`config.mk`:
```
export PLATFORM = sky130hd
export DESIGN_NAME = fetch_unit
export DESIGN_NICKNAME = d
export VERILOG_FILES = /design/src/rtl/fetch_unit.sv
export SDC_FILE = /design/constraint.sdc
export NUM_CORES = 1
export LEC_CHECK = 0
export BUFFER_PORTS_ARGS = -buffer_cell sky130_fd_sc_hd__buf_2
export CORE_MARGIN = 4
export CORE_UTILIZATION = 43
export DETAILED_ROUTE_END_ITERATION = 16
export PLACE_DENSITY = 0.74
export SLEW_MARGIN = 25
export SYNTH_ARGS = -nofsm -noshare
export SYNTH_HDL_FRONTEND = slang
export SYNTH_SLANG_ARGS = --single-unit
```
`constraint.sdc`:
```
create_clock -name clk -period 4.5 [get_ports clk]
set_input_delay 0.45 -clock clk [delete_from_list [all_inputs] [get_ports clk]]
set_output_delay 0.45 -clock clk [all_outputs]
set_load 0.005 [all_outputs]
```
`src/rtl/fetch_unit.sv`:
```
// fetch_unit: PC keeper issuing credit-limited imem reads, buffering in-order responses for decode with stall, flush and branch redirect
module fetch_unit #(
  parameter int PC_W = 16,
  parameter int INSTR_W = 16,
  parameter logic [PC_W-1:0] RESET_PC = '0,
  parameter int BUF_DEPTH = 2
) (
  input  logic               clk,
  input  logic               reset,
  output logic               imem_req_valid,
  input  logic               imem_req_ready,
  output logic [PC_W-1:0]    imem_req_addr,
  input  logic               imem_rsp_valid,
  input  logic [INSTR_W-1:0] imem_rsp_data,
  input  logic               stall,
  input  logic               flush,
  input  logic               is_branch_taken,
  input  logic [PC_W-1:0]    branch_target,
  output logic [INSTR_W-1:0] instr,
  output logic [PC_W-1:0]    instr_pc,
  output logic               instr_valid
);
  localparam int CW = $clog2(BUF_DEPTH + 1);
  localparam int CW1 = CW + 1;
  localparam int PW = $clog2(BUF_DEPTH);
  typedef enum logic [1:0] {HOLD, RUN, SQUASH} state_t;
  state_t state;
  logic [PC_W-1:0] fetch_pc, rsp_pc;
  logic [PC_W-1:0] fifo_pc [BUF_DEPTH];
  logic [INSTR_W-1:0] fifo_data [BUF_DEPTH];
  logic [PW-1:0] rd_ptr, wr_ptr;
  logic [CW-1:0] count, in_flight, drop_cnt, drop_nx;
  logic [CW1-1:0] credits;
  logic redirect, empty, pop, drop, push, req_fire;
  function automatic logic [PW-1:0] inc(input logic [PW-1:0] p);
    return p == PW'(BUF_DEPTH - 1) ? '0 : p + PW'(1);
  endfunction
  assign redirect = flush | is_branch_taken;
  assign empty = count == '0;
  assign pop = !empty && !stall && !redirect;
  assign drop = imem_rsp_valid && drop_cnt != '0;
  assign push = imem_rsp_valid && !drop && !redirect;
  assign credits = CW1'(in_flight) + CW1'(count) - CW1'(pop);
  assign imem_req_valid = state != HOLD && !redirect && credits < CW1'(BUF_DEPTH);
  assign req_fire = imem_req_valid && imem_req_ready;
  assign drop_nx = redirect ? in_flight - CW'(imem_rsp_valid) : drop_cnt - CW'(drop);
  assign imem_req_addr = fetch_pc;
  assign instr_valid = !empty;
  assign instr = empty ? '0 : fifo_data[rd_ptr];
  assign instr_pc = empty ? '0 : fifo_pc[rd_ptr];
  always_ff @(posedge clk) begin
    if (!reset) begin
      state <= HOLD;
      fetch_pc <= RESET_PC;
      rsp_pc <= RESET_PC;
      rd_ptr <= '0;
      wr_ptr <= '0;
      count <= '0;
      in_flight <= '0;
      drop_cnt <= '0;
    end else begin
      state <= (state != HOLD && drop_nx != '0) ? SQUASH : RUN;
      in_flight <= in_flight + CW'(req_fire) - CW'(imem_rsp_valid);
      drop_cnt <= drop_nx;
      fetch_pc <= redirect ? branch_target : fetch_pc + PC_W'(req_fire);
      rsp_pc <= redirect ? branch_target : rsp_pc + PC_W'(push);
      rd_ptr <= redirect ? '0 : pop ? inc(rd_ptr) : rd_ptr;
      wr_ptr <= redirect ? '0 : push ? inc(wr_ptr) : wr_ptr;
      count <= redirect ? '0 : count + CW'(push) - CW'(pop);
      if (push) begin
        fifo_pc[wr_ptr] <= rsp_pc;
        fifo_data[wr_ptr] <= imem_rsp_data;
      end
    end
  end
endmodule

```
# Word level (Yosys, flattened, before mapping)
# Memories as Yosys holds them, arrays and structs flattened. A register that Yosys moved wholly into a read port is not among the register bits.
# Index checks and enable logic that the tools add are counted.
[word_totals]
reg_bits = 42
mem_bits_rw = 64
wordCells = 58
inputBits = 39
output_inout_bits = 50
n_memories = 2
[mem_list]
columns = ["memory", "depth", "width", "read_ports", "rd_clocked_by_memory_dff", "write_ports", "line_no", "rtl"]
rows = [
  ["fifo_data", 2, 16, 1, 1, 1, "30", "logic [INSTR_W-1:0] fifo_data [BUF_DEPTH];"],
  ["fifo_pc", 2, 16, 1, 1, 1, "29", "logic [PC_W-1:0] fifo_pc [BUF_DEPTH];"],
]
[op_classes]
add_sub_neg = 12
n_reduce_logical = 18
bitwise_logic = 2
muxes = 15
order_cmp = 1
[op_table]
columns = ["cell", "count"]
rows = [
  ["$mux 16", 4],
  ["$add 16x1->16", 2],
  ["$logic_and 1x1->1", 9],
  ["$mux 1", 9],
  ["$sub 2x1->2", 4],
  ["$reduce_bool 2->1", 3],
  ["$add 2x1->2", 2],
  ["$logic_not 1->1", 4],
  ["$mux 2", 2],
  ["$add 2x2->3", 1],
  ["$lt 3x2->1 const B", 1],
  ["$sub 3x1->3", 1],
  ["$add 1x1->1 const B", 2],
  ["$logic_not 2->1", 1],
  ["$reduce_or 2->1", 1],
  ["$not 1->1", 1],
  ["$or 1x1->1", 1],
]

# Logic depth before layout (Yosys ltp)
# Gate-level depths: netlist of run 1.
[depth]
depth_word = 10
mapped_depth = 15
ltp_nobuf = 15

# Worst setup path before layout of run 1
# OpenSTA, ideal clock, no wires.
[synth_timing]
path_type = "input-to-reg"
startpoint = "input port is_branch_taken"
endpoint = "memory fifo_data[0][0], enable pin"
setup_slack_ps = 859
path_stages = 3
path_buffers = 0
setup_time_ps = 461
required_ps = 4039
arrival_ps = 3180
cell_sequence = "nor2_1 nand3_1 nor3_1"
[synth_via]
elab_chain_cells = 6
[synth_rtl]
columns = ["element", "line_no", "rtl"]
rows = [
  ["start, declared", "17", "input logic is_branch_taken,"],
  ["$or 1x1->1", "38", "assign redirect = flush | is_branch_taken;"],
  ["$logic_not 1->1", "42", "assign push = imem_rsp_valid && !drop && !redirect;"],
  ["$logic_and 1x1->1", "42", ""],
  ["$mux 1", "70", "if (push) begin"],
  ["$mux 1", "52", "if (!reset) begin"],
  ["$mux 1 (implied by the code)", "72", "fifo_data[wr_ptr] <= imem_rsp_data;"],
  ["end, declared", "30", ""],
]
# No other way between the ends.

# Worst setup path in the final report of run 1
[layout_timing]
startpoint = "register count[0]"
endpoint = "register fetch_pc[15] (netlist: imem_req_addr[15])"
[layout_via]
elab_chain_cells = 10
word_cells_on_any_way = 11
classes_between = "add/sub (3); order compare (1); mux (1); reduce/logical (6)"
[layout_rtl]
columns = ["element", "line_no", "rtl"]
rows = [
  ["start, declared", "32", "logic [CW-1:0] count, in_flight, drop_cnt, drop_nx;"],
  ["start signal, assigned", "69", "count <= redirect ? '0 : count + CW'(push) - CW'(pop);"],
  ["$logic_not 2->1", "39", "assign empty = count == '0;"],
  ["$logic_not 1->1", "40", "assign pop = !empty && !stall && !redirect;"],
  ["$logic_and 1x1->1 (2 in a row)", "40", ""],
  ["net pop", "34", "logic redirect, empty, pop, drop, push, req_fire;"],
  ["$sub 3x1->3", "43", "assign credits = CW1'(in_flight) + CW1'(count) - CW1'(pop);"],
  ["$lt 3x2->1", "44", "assign imem_req_valid = state != HOLD && !redirect && credits < CW1'(BUF_DEPTH);"],
  ["$logic_and 1x1->1", "44", ""],
  ["$logic_and 1x1->1", "45", "assign req_fire = imem_req_valid && imem_req_ready;"],
  ["$add 16x1->16", "65", "fetch_pc <= redirect ? branch_target : fetch_pc + PC_W'(req_fire);"],
  ["$mux 16", "65", ""],
  ["end signal, assigned", "65", ""],
  ["end, declared", "28", "logic [PC_W-1:0] fetch_pc, rsp_pc;"],
]
# The timed path passes the listed nets, and every way through them passes these cells.
# A chain may end at the register's enable or synchronous reset.

==> results.txt, run 1 <==
The pin count of the biggest net entering global routing is 34. The analysis attributes to cell leakage a power of about 2 nW. The total of hold buffers inserted after clock tree synthesis is 0.

In the final layout, the share of cells above drive strength 1 is 0.251. The worst setup path is launched from a register. TritonCTS built the clock tree. The CTS clock-pin slew for the worst setup and hold paths came out at about 0.10 ns. The critical path is of the register to register type. At the pin with the least slew margin, the transition time is 0.984 ns. The area of the die came out at 0.0122 mm^2.

The floorplan die height is 110 um. In this run the worst path has a maximum fanout of 6. The average vias per placed instance is a little over 5. The total area inside the core boundary comes to approximately 0.010 mm^2. The number of inserted diodes is 0.

The number of standard-cell rows in the floorplan is 37. The number of nets still failing antenna checks after routing came out at 0. Buffers added to address setup during post-CTS repair amount to 0. The total count of max-transition violations in the final report is 0. In the final timing run, aggregate negative setup slack is 0 ns. The total track usage is 0.143.

The area growth from synthesis to layout is 16.7%. The worst endpoint required time is 4.78 ns. The layout net count came out at 509. The post-placement cell area came out at between 0.005 and 0.006 mm^2. In the synthesized netlist the dominant register cell turns out to be edfxtp_1. The worst slew margin relative to its limit came out at 0.344. For this configuration, the core starts out at a cell density of 0.439. The floorplan step set the die width to 110 um. The total of fill cells in the finished design is ~920.

The fraction of synthesis flops using an asynchronous set or reset pin came out at 0. For the worst-skew pair, the clock arrives at the later sink with an insertion delay of about 0.37 ns. The largest buffer count on any clock path is 2. The register-to-register setup slack came out at between 0.8 and 0.9 ns. The data arrival time of the critical path came out at approximately 4.0 ns. Sorting the synthesized cells by area gives the leading types as edfxtp_1 43%, dfxtp_1 19%, mux2i_1 7.5%, xnor2_1 3.9%, nor2_1 3.7%. The number of antenna violations at the first check in global routing is 0. Setup violations remaining at the end of the flow were counted as 0. The number of clock buffers added by TritonCTS is 9. Synthesis instantiated 34 different standard cells from the library.

The area of all placed cells without fillers is around 0.0053 mm^2. In the routed design, unresolved DRC markers number 0. Yosys printed 0 warnings. The average detailed-routed wire length per instance came out at 14.4 um. The finished layout holds 598 standard cells, fillers aside. The worst stage delay on the critical path came out at 0.52 ns.

The flow ran to the end, and the final reports show no timing, DRC or antenna violations. The post-synthesis net count is between 400 and 500. The minimum period implied by the final worst setup slack came out at 3.69 ns. The number of I/O pins came out at 89. The gate count of the mapped netlist came out at 370.

The worst slack after detailed placement came out at ~0.63 ns. Detailed routing inserted a total of roughly 3000 vias. The mapped netlist covers about 0.0045 mm^2.

Setup repair after global routing left no endpoint under its margin. The number of enable flip-flop cells after synthesis came out at 64. Counting tap cells, the placed design contains a total of 582 instances. In this run the worst hold path is classified as primary input to register. CTS saw 107 sinks. In this run, post-CTS repair resized a total of 0 instances. The sequential fraction of the synthesis area is 0.617. The largest individual stage delay along the critical path comes from the cell nor4_1. The top achievable clock speed came out at 0.271 GHz. The share of synthesized area in the top cell type comes to 0.426. The number of max-capacitance violations reported came out at 0. Counting stages on the worst path, the most repeated cell is ha_1.

The wire length of the first global-routing pass is roughly 14 mm. The critical path goes through nor2_2 -> nor4_1 -> ha_1 -> nand2b_1 -> fa_1 -> xor2_1 -> o2111a_1 -> nand2_1 -> inv_1 -> ha_1 -> and4_2 -> nand3_4 -> or3_1 -> a31oi_1. The mean post-synth cell area came out at ~12 um^2.

The worst-case clock skew came out at around 0.013 ns. The final wirelength is 8.61 mm. The minimum setup slack in the final design came out at slightly above 0.8 ns. The count of state elements after synthesis is around 110. The nature of the critical path endpoint is a register. The placed wire-length estimate after detailed placement came out at between 6 and 7 mm. The clock root buffer is clkbuf_8. The via count of the first global-routing pass came out at 3019. The overall power is roughly 1.8 mW. The global placement routability congestion is around 0.86.

The maximum ir drop on the vdd rail came out at around 150 uV. The H-tree depth is 3. The final count of hold timing violations is 0.

After global routing the overflow that remains totals 0. The power per cell area came out at about 340 mW/mm^2. The ratio of final minimum period to clock period came out at 0.821. The cell type contributing the most total cell area after synthesis is edfxtp_1. The count of input and output buffers is ~90. The first detailed-routing pass took 4 iterations. The DRC violation total after the first TritonRoute iteration is 150.
[per-layer routing]
layer / track usage / routed length, um / vias up / share of wire
met2: 0.228 / 3880 / 96 / 0.45
li1: - / - / 1499 / -
met4: 0.0558 / 131 / 0 / 0.015
met5: 0 / 0 / - / 0
met3: 0.0268 / 448 / 10 / 0.052
met1: 0.193 / 4140 / 1400 / 0.48
[synth_stat cells (8+ instances only)]
library cell and number:
edfxtp_1 64, nor2_1 44, dfxtp_1 43, mux2i_1 34
a21oi_1 29, xnor2_1 20, o21ai_0 17, xor2_1 15
inv_1 13, ha_1 12, nand2_1 12, clkbuf_1 9
nand3_1 8, nand4_1 8
[final cells by class]
cell class | count | area, um^2 | area share
sequential | 107 | 2780 | 0.529
multi-input combinational | 234 | 1610 | 0.306
timing repair buffer | 92 | 470 | 0.0894
tap | 136 | 170 | 0.0323
clock buffer | 10 | 128 | 0.0243
clock inverter | 6 | 50.0 | 0.00951
inverter | 13 | 48.8 | 0.00927
[stage by stage]
stage / util / hold slack (ns)
2_1_floorplan: - / 0.432
3_3_place_gp: 0.495 / 0.445
3_5_place_dp: 0.495 / 0.466
4_1_cts: 0.512 / 0.245
5_1_grt: 0.512 / 0.241
6_report: 0.512 / 0.268
[worst max-delay path: cells and delay by family, from the launching register on]
kind	cells	cell delay (ns)
buf+inv	1	0.06
flops	1	0.38
fa+ha+maj	3	0.98
xor+xnor	1	0.17
simple gates	7	1.65
compound gates	2	0.38
[logic make-up (layout without fill, tap and decap cells)]
logic type | after synthesis | count (layout) | share of synthesized area
compound gates | 52 | 52 | 0.0613
mux | 34 | 34 | 0.0755
buf+inv | 29 | 121 | 0.0280
flops | 107 | 107 | 0.617
fa+ha+maj | 13 | 13 | 0.0377
xor+xnor | 35 | 35 | 0.0680
simple gates | 100 | 100 | 0.113
[registers in the layout, summed over array words and instances, names as in the netlist, named ones only]
register,cells
in_flight,2
rsp_pc,16
drop_cnt,2
count,2
imem_req_addr,16
fifo_pc,32
state,2
fifo_data,32
wr_ptr,1
rd_ptr,1
[final timing paths]
check                         from                            to  cells after the start
max            count[0]$_SDFF_PP0_  imem_req_addr[15]$_SDFF_PN0_                     14
min               imem_rsp_data[3]     fifo_data[1][3]$_DFFE_PP_                      1
max reg2reg    count[0]$_SDFF_PP0_  imem_req_addr[15]$_SDFF_PN0_                     14
min reg2reg  rsp_pc[15]$_SDFF_PN0_      fifo_pc[1][15]$_DFFE_PP_                      0
[power by group]
| group | leakage (nW) | switching [mW] | internal [mW] | total [mW] |
|---|---|---|---|---|
| logic | 0.972 | 0.0777 | 0.0714 | 0.149 |
| registers | 0.939 | 0.0385 | 1.08 | 1.12 |
| clock network | 0.0888 | 0.321 | 0.208 | 0.529 |
[layout by cell type (no fill, tap or decap), types with 2 or more instances in the layout]
cell type	instances
nor2_1	42
nand3_1	8
nor3_1	4
nor2_2	2
xnor2_1	20
dfxtp_1	42
a21oi_1	29
o21ai_0	17
xor2_1	15
edfxtp_1	64
and4_2	2
ha_1	12
and2_1	5
and4_1	2
a31oi_1	2
mux2i_1	34
clkbuf_8	9
inv_1	13
nand2_1	12
and3_1	4
buf_2	88
clkinv_4	2
nand4_1	8
nor4_1	5
buf_4	4
Power figures use the tool's default switching activity.
==> inputs of run 2 (changes only) <==
- ABC_AREA: not set -> 1
- PLACE_DENSITY: 0.74 -> 0.73
- clock period: 4.5 -> 3.63 ns (I/O delays scaled with it)
==> run 2 against run 1 <==
Effect of this change:
- via count grew 23%
- sequential power rose by 22%
- die area up 4.4%
- worst hold slack got worse by 0.073 ns
- critical endpoint is now imem_req_addr[10]$_SDFF_PN0_
==> results.txt, run 2 <==
The layout cell share with drive strength beyond 1 came out at 0.200. The worst-case clock skew came out at 0.0100 ns. The hold-critical path endpoint is fifo_data[0][11]$_DFFE_PP_. The post-synthesis compound-gate area fraction is 0.0747. The worst slew margin relative to its limit is 0.322. The DRC violation total after the first TritonRoute iteration is between 300 and 400. The final count of hold timing violations is 0.

In the finished design, the share of the clock period the worst path needs comes to 0.901. The total number of yosys warnings is 0. In this run the cell area of the synthesized design comes to 0.00472 mm^2. Among all flip-flop cells after synthesis, the most frequent one is edfxtp_1. The worst hold path begins at imem_rsp_data[11]. Measured along the x axis, the die boundary spans around 110 um. Before antenna repair, the detailed router went through 5 iterations. Synthesis produced a netlist with a net count of ~570.

At the pin with the least slew margin, the transition time is between 1 and 1.5 ns. The total count of max-transition violations in the final report is 0. The commonest cells after synthesis are 165 x nand2_1, 64 x edfxtp_1, 54 x inv_1, 43 x dfxtp_1, 40 x a21oi_1.

The top achievable clock speed came out at between 0.3 and 0.4 GHz. The floorplan step defined a die boundary enclosing roughly 0.013 mm^2. The average detailed-routed wire length per instance is about 13 um. The number of max-capacitance violations reported came out at 0. The layout net count is 663. The share of synthesized area in the top cell type comes to 0.407. The buffers inserted during post-CTS setup optimization came out at 0. The largest registers in the layout are fifo_data (32), fifo_pc (32). The number of nets still failing antenna checks after routing came out at 0. The average vias per placed instance is a little under 5. For this run, design rule violations remaining after detail routing come to 0. In this run the cell area measured after placement is 0.00531 mm^2. The clock latency of the later-clocked register in the worst-skew pair is 0.35 ns. The data arrival time of the critical path is approximately 3.5 ns. The type of the most critical hold path is primary input to register. The total of fill cells in the finished design is ~980. The routed via count is between 3000 and 4000. CTS built an H-tree with a depth of 3. The beginning of the worst register-to-register path is count[0]$_SDFF_PP0_. Setup repair after global routing left no endpoint under its margin. Counting the buffers created by CTS gives 9. The synthesized design spends more area on one cell type than any other, namely edfxtp_1. The count of cell types in the netlist is 28.

Of the total synthesized cell area, the portion taken by XOR and XNOR cells is 0.0185. The most repeated cell in the gate-level netlist after synthesis is nand2_1. The area of all placed cells without fillers is between 0.005 and 0.006 mm^2. The number of enable flip-flop cells after synthesis came out at 64. The count of input and output buffers is 88.

Each instance of the synthesized netlist takes up on average 9.07 um^2. The placed wire-length estimate after detailed placement came out at between 6 and 7 mm. The area share of and/or/nand/nor cells after synthesis came out at 0.220. TritonCTS built the clock tree. The minimum period implied by the final worst setup slack is ~3.3 ns. The power per cell area came out at 409 mW/mm^2.

The total core area is ~0.011 mm^2. The number of gates resized after CTS is 0. Setup violations remaining at the end of the flow were counted as 0. Buffers inserted to repair hold after CTS numbered 0. Synthesis inferred roughly 110 register bits.

After synthesis, the share of cell area in mux cells is 0. The CTS clock-pin slew for the worst setup and hold paths is 0.10 ns. The number of antenna diodes in the final layout is 0. Measured in cells, the most critical reg-to-reg path has a length of 17. Setup total negative slack on the finished layout was measured at 0 ns. The effective utilization at floorplan is 0.438.

The relative area change from synthesis to final layout came out at 16.6%. Of the total synthesized cell area, the portion taken by full adders, half adders and majority gates is 0.0360. For this run, the total global-route usage over all layers was measured as 0.162. For the worst setup path, the data required time is 3.88 ns. The critical path is of the register to register type.

CTS saw roughly 110 sinks. The largest buffer count on any clock path is 2. The setup check on the worst reg-to-reg path leaves a slack of 0.36 ns. The leakage power of the design came out at 2.44 nW. The pin count of the biggest net entering global routing is 34. The top cell types in the final layout, fill and taps aside, are 165 x nand2_1, 88 x buf_2, 64 x edfxtp_1. The floorplan die height is 113 um. The final wirelength is 10.1 mm. The number of antenna violations at the first check in global routing came out at 0. The wire length of the first global-routing pass is ~17 mm. The endpoint of the worst-slack reg-to-reg timing path is imem_req_addr[10]$_SDFF_PN0_. The peak fanout along the critical path came out at 10. The launching element type of the critical path is a register. The overall power is about 2.3 mW. The global placement routability congestion came out at approximately 0.86. The clock root buffer is clkbuf_8.

The fraction of synthesis flops using an asynchronous set or reset pin is 0. The number of standard-cell rows in the floorplan came out at 38. The number of I/O pins is between 80 and 90. Counting instances, the worst hold path has a depth of 1. STA classifies the critical path endpoint as a register. In the post-synthesis netlist, the biggest area contributors are edfxtp_1 41%, dfxtp_1 18%, nand2_1 13%, inv_1 4.3%, a21oi_1 4.2%.

The main combinational cell family by area after synthesis is simple AND/OR/NAND/NOR gates. The via count of the first global-routing pass is approximately 3500. The sequential fraction of the synthesis area is 0.589.

The gate count of the mapped netlist came out at 521. The global-route congestion overflow total came out at 0. The worst-case IR drop observed on VDD is roughly 230 uV. The flow ran to the end, and the final reports show no timing, DRC or antenna violations. The library cell used most frequently in the layout, excluding fill and tap cells, is nand2_1.
-- run 2: cell families after synthesis --
family	after synthesis
buf+inv	72
flops	107
xor+xnor	10
simple gates	252
compound gates	67
fa+ha+maj	13
-- run 2: layout make-up --
cell class / instances / area [um^2] / share of cell area
Clock inverter: 7 / 76.3 / 0.0139
Inverter: 58 / 218 / 0.0395
Sequential cell: 107 / 2780 / 0.505
Tap cell: 140 / 175 / 0.0318
Multi-Input combinational cell: 342 / 1660 / 0.300
Clock buffer: 9 / 124 / 0.0225
Timing Repair Buffer: 93 / 478 / 0.0868
-- run 2: worst max-delay path by stage --
| stage | start | end | cells past startpoint |
|---|---|---|---|
| floorplan | flush | fifo_data[1][0]$_DFFE_PP_ | 5 |
| global placement | flush | imem_req_addr[12]$_SDFF_PN0_ | 19 |
| detailed placement | flush | imem_req_addr[10]$_SDFF_PN0_ | 19 |
| CTS | count[0]$_SDFF_PP0_ | imem_req_addr[10]$_SDFF_PN0_ | 17 |
| global route | count[0]$_SDFF_PP0_ | imem_req_addr[10]$_SDFF_PN0_ | 17 |
| finish | count[0]$_SDFF_PP0_ | imem_req_addr[10]$_SDFF_PN0_ | 17 |
-- run 2: routing by layer --
| metal | part of all wire | up-vias | GRT usage |
|---|---|---|---|
| met5 | 0 | - | 0 |
| met4 | 0.0096 | 0 | 0.0561 |
| met3 | 0.064 | 6 | 0.0278 |
| met2 | 0.45 | 114 | 0.251 |
| met1 | 0.47 | 1692 | 0.231 |
| li1 | - | 1883 | - |
-- run 2: worst max-delay path: stages, from the launching register on --
cell and delay [ns]:
dfxtp_1 0.38, nor2_2 0.07, nor3_2 0.19, ha_1 0.26, inv_1 0.06, nand2_1 0.06
fa_1 0.54, nand3_1 0.08, nor3_1 0.23, nand2_1 0.14, inv_1 0.08, ha_1 0.18
ha_1 0.20, nand3_2 0.09, nor2_2 0.30, nand4_1 0.13, nand3_1 0.11, nand2_1 0.06
-- run 2: report_power, final --
part / internal [mW] / switching [mW] / leakage, nW
clock: 0.323 / 0.396 / 0.0958
combinational: 0.0710 / 0.0960 / 1.41
sequential: 1.33 / 0.0393 / 0.938
-- run 2: metrics by stage --
step	hold slack, ns	utilization	setup slack, ns	instances
after global placement	0.437	0.492	0.342	740
after global routing	0.163	0.510	0.0608	756
after detailed placement	0.450	0.492	0.205	740
after CTS	0.176	0.510	0.327	756
after floorplan	0.425	-	0.221	521
final	0.195	0.510	0.361	756
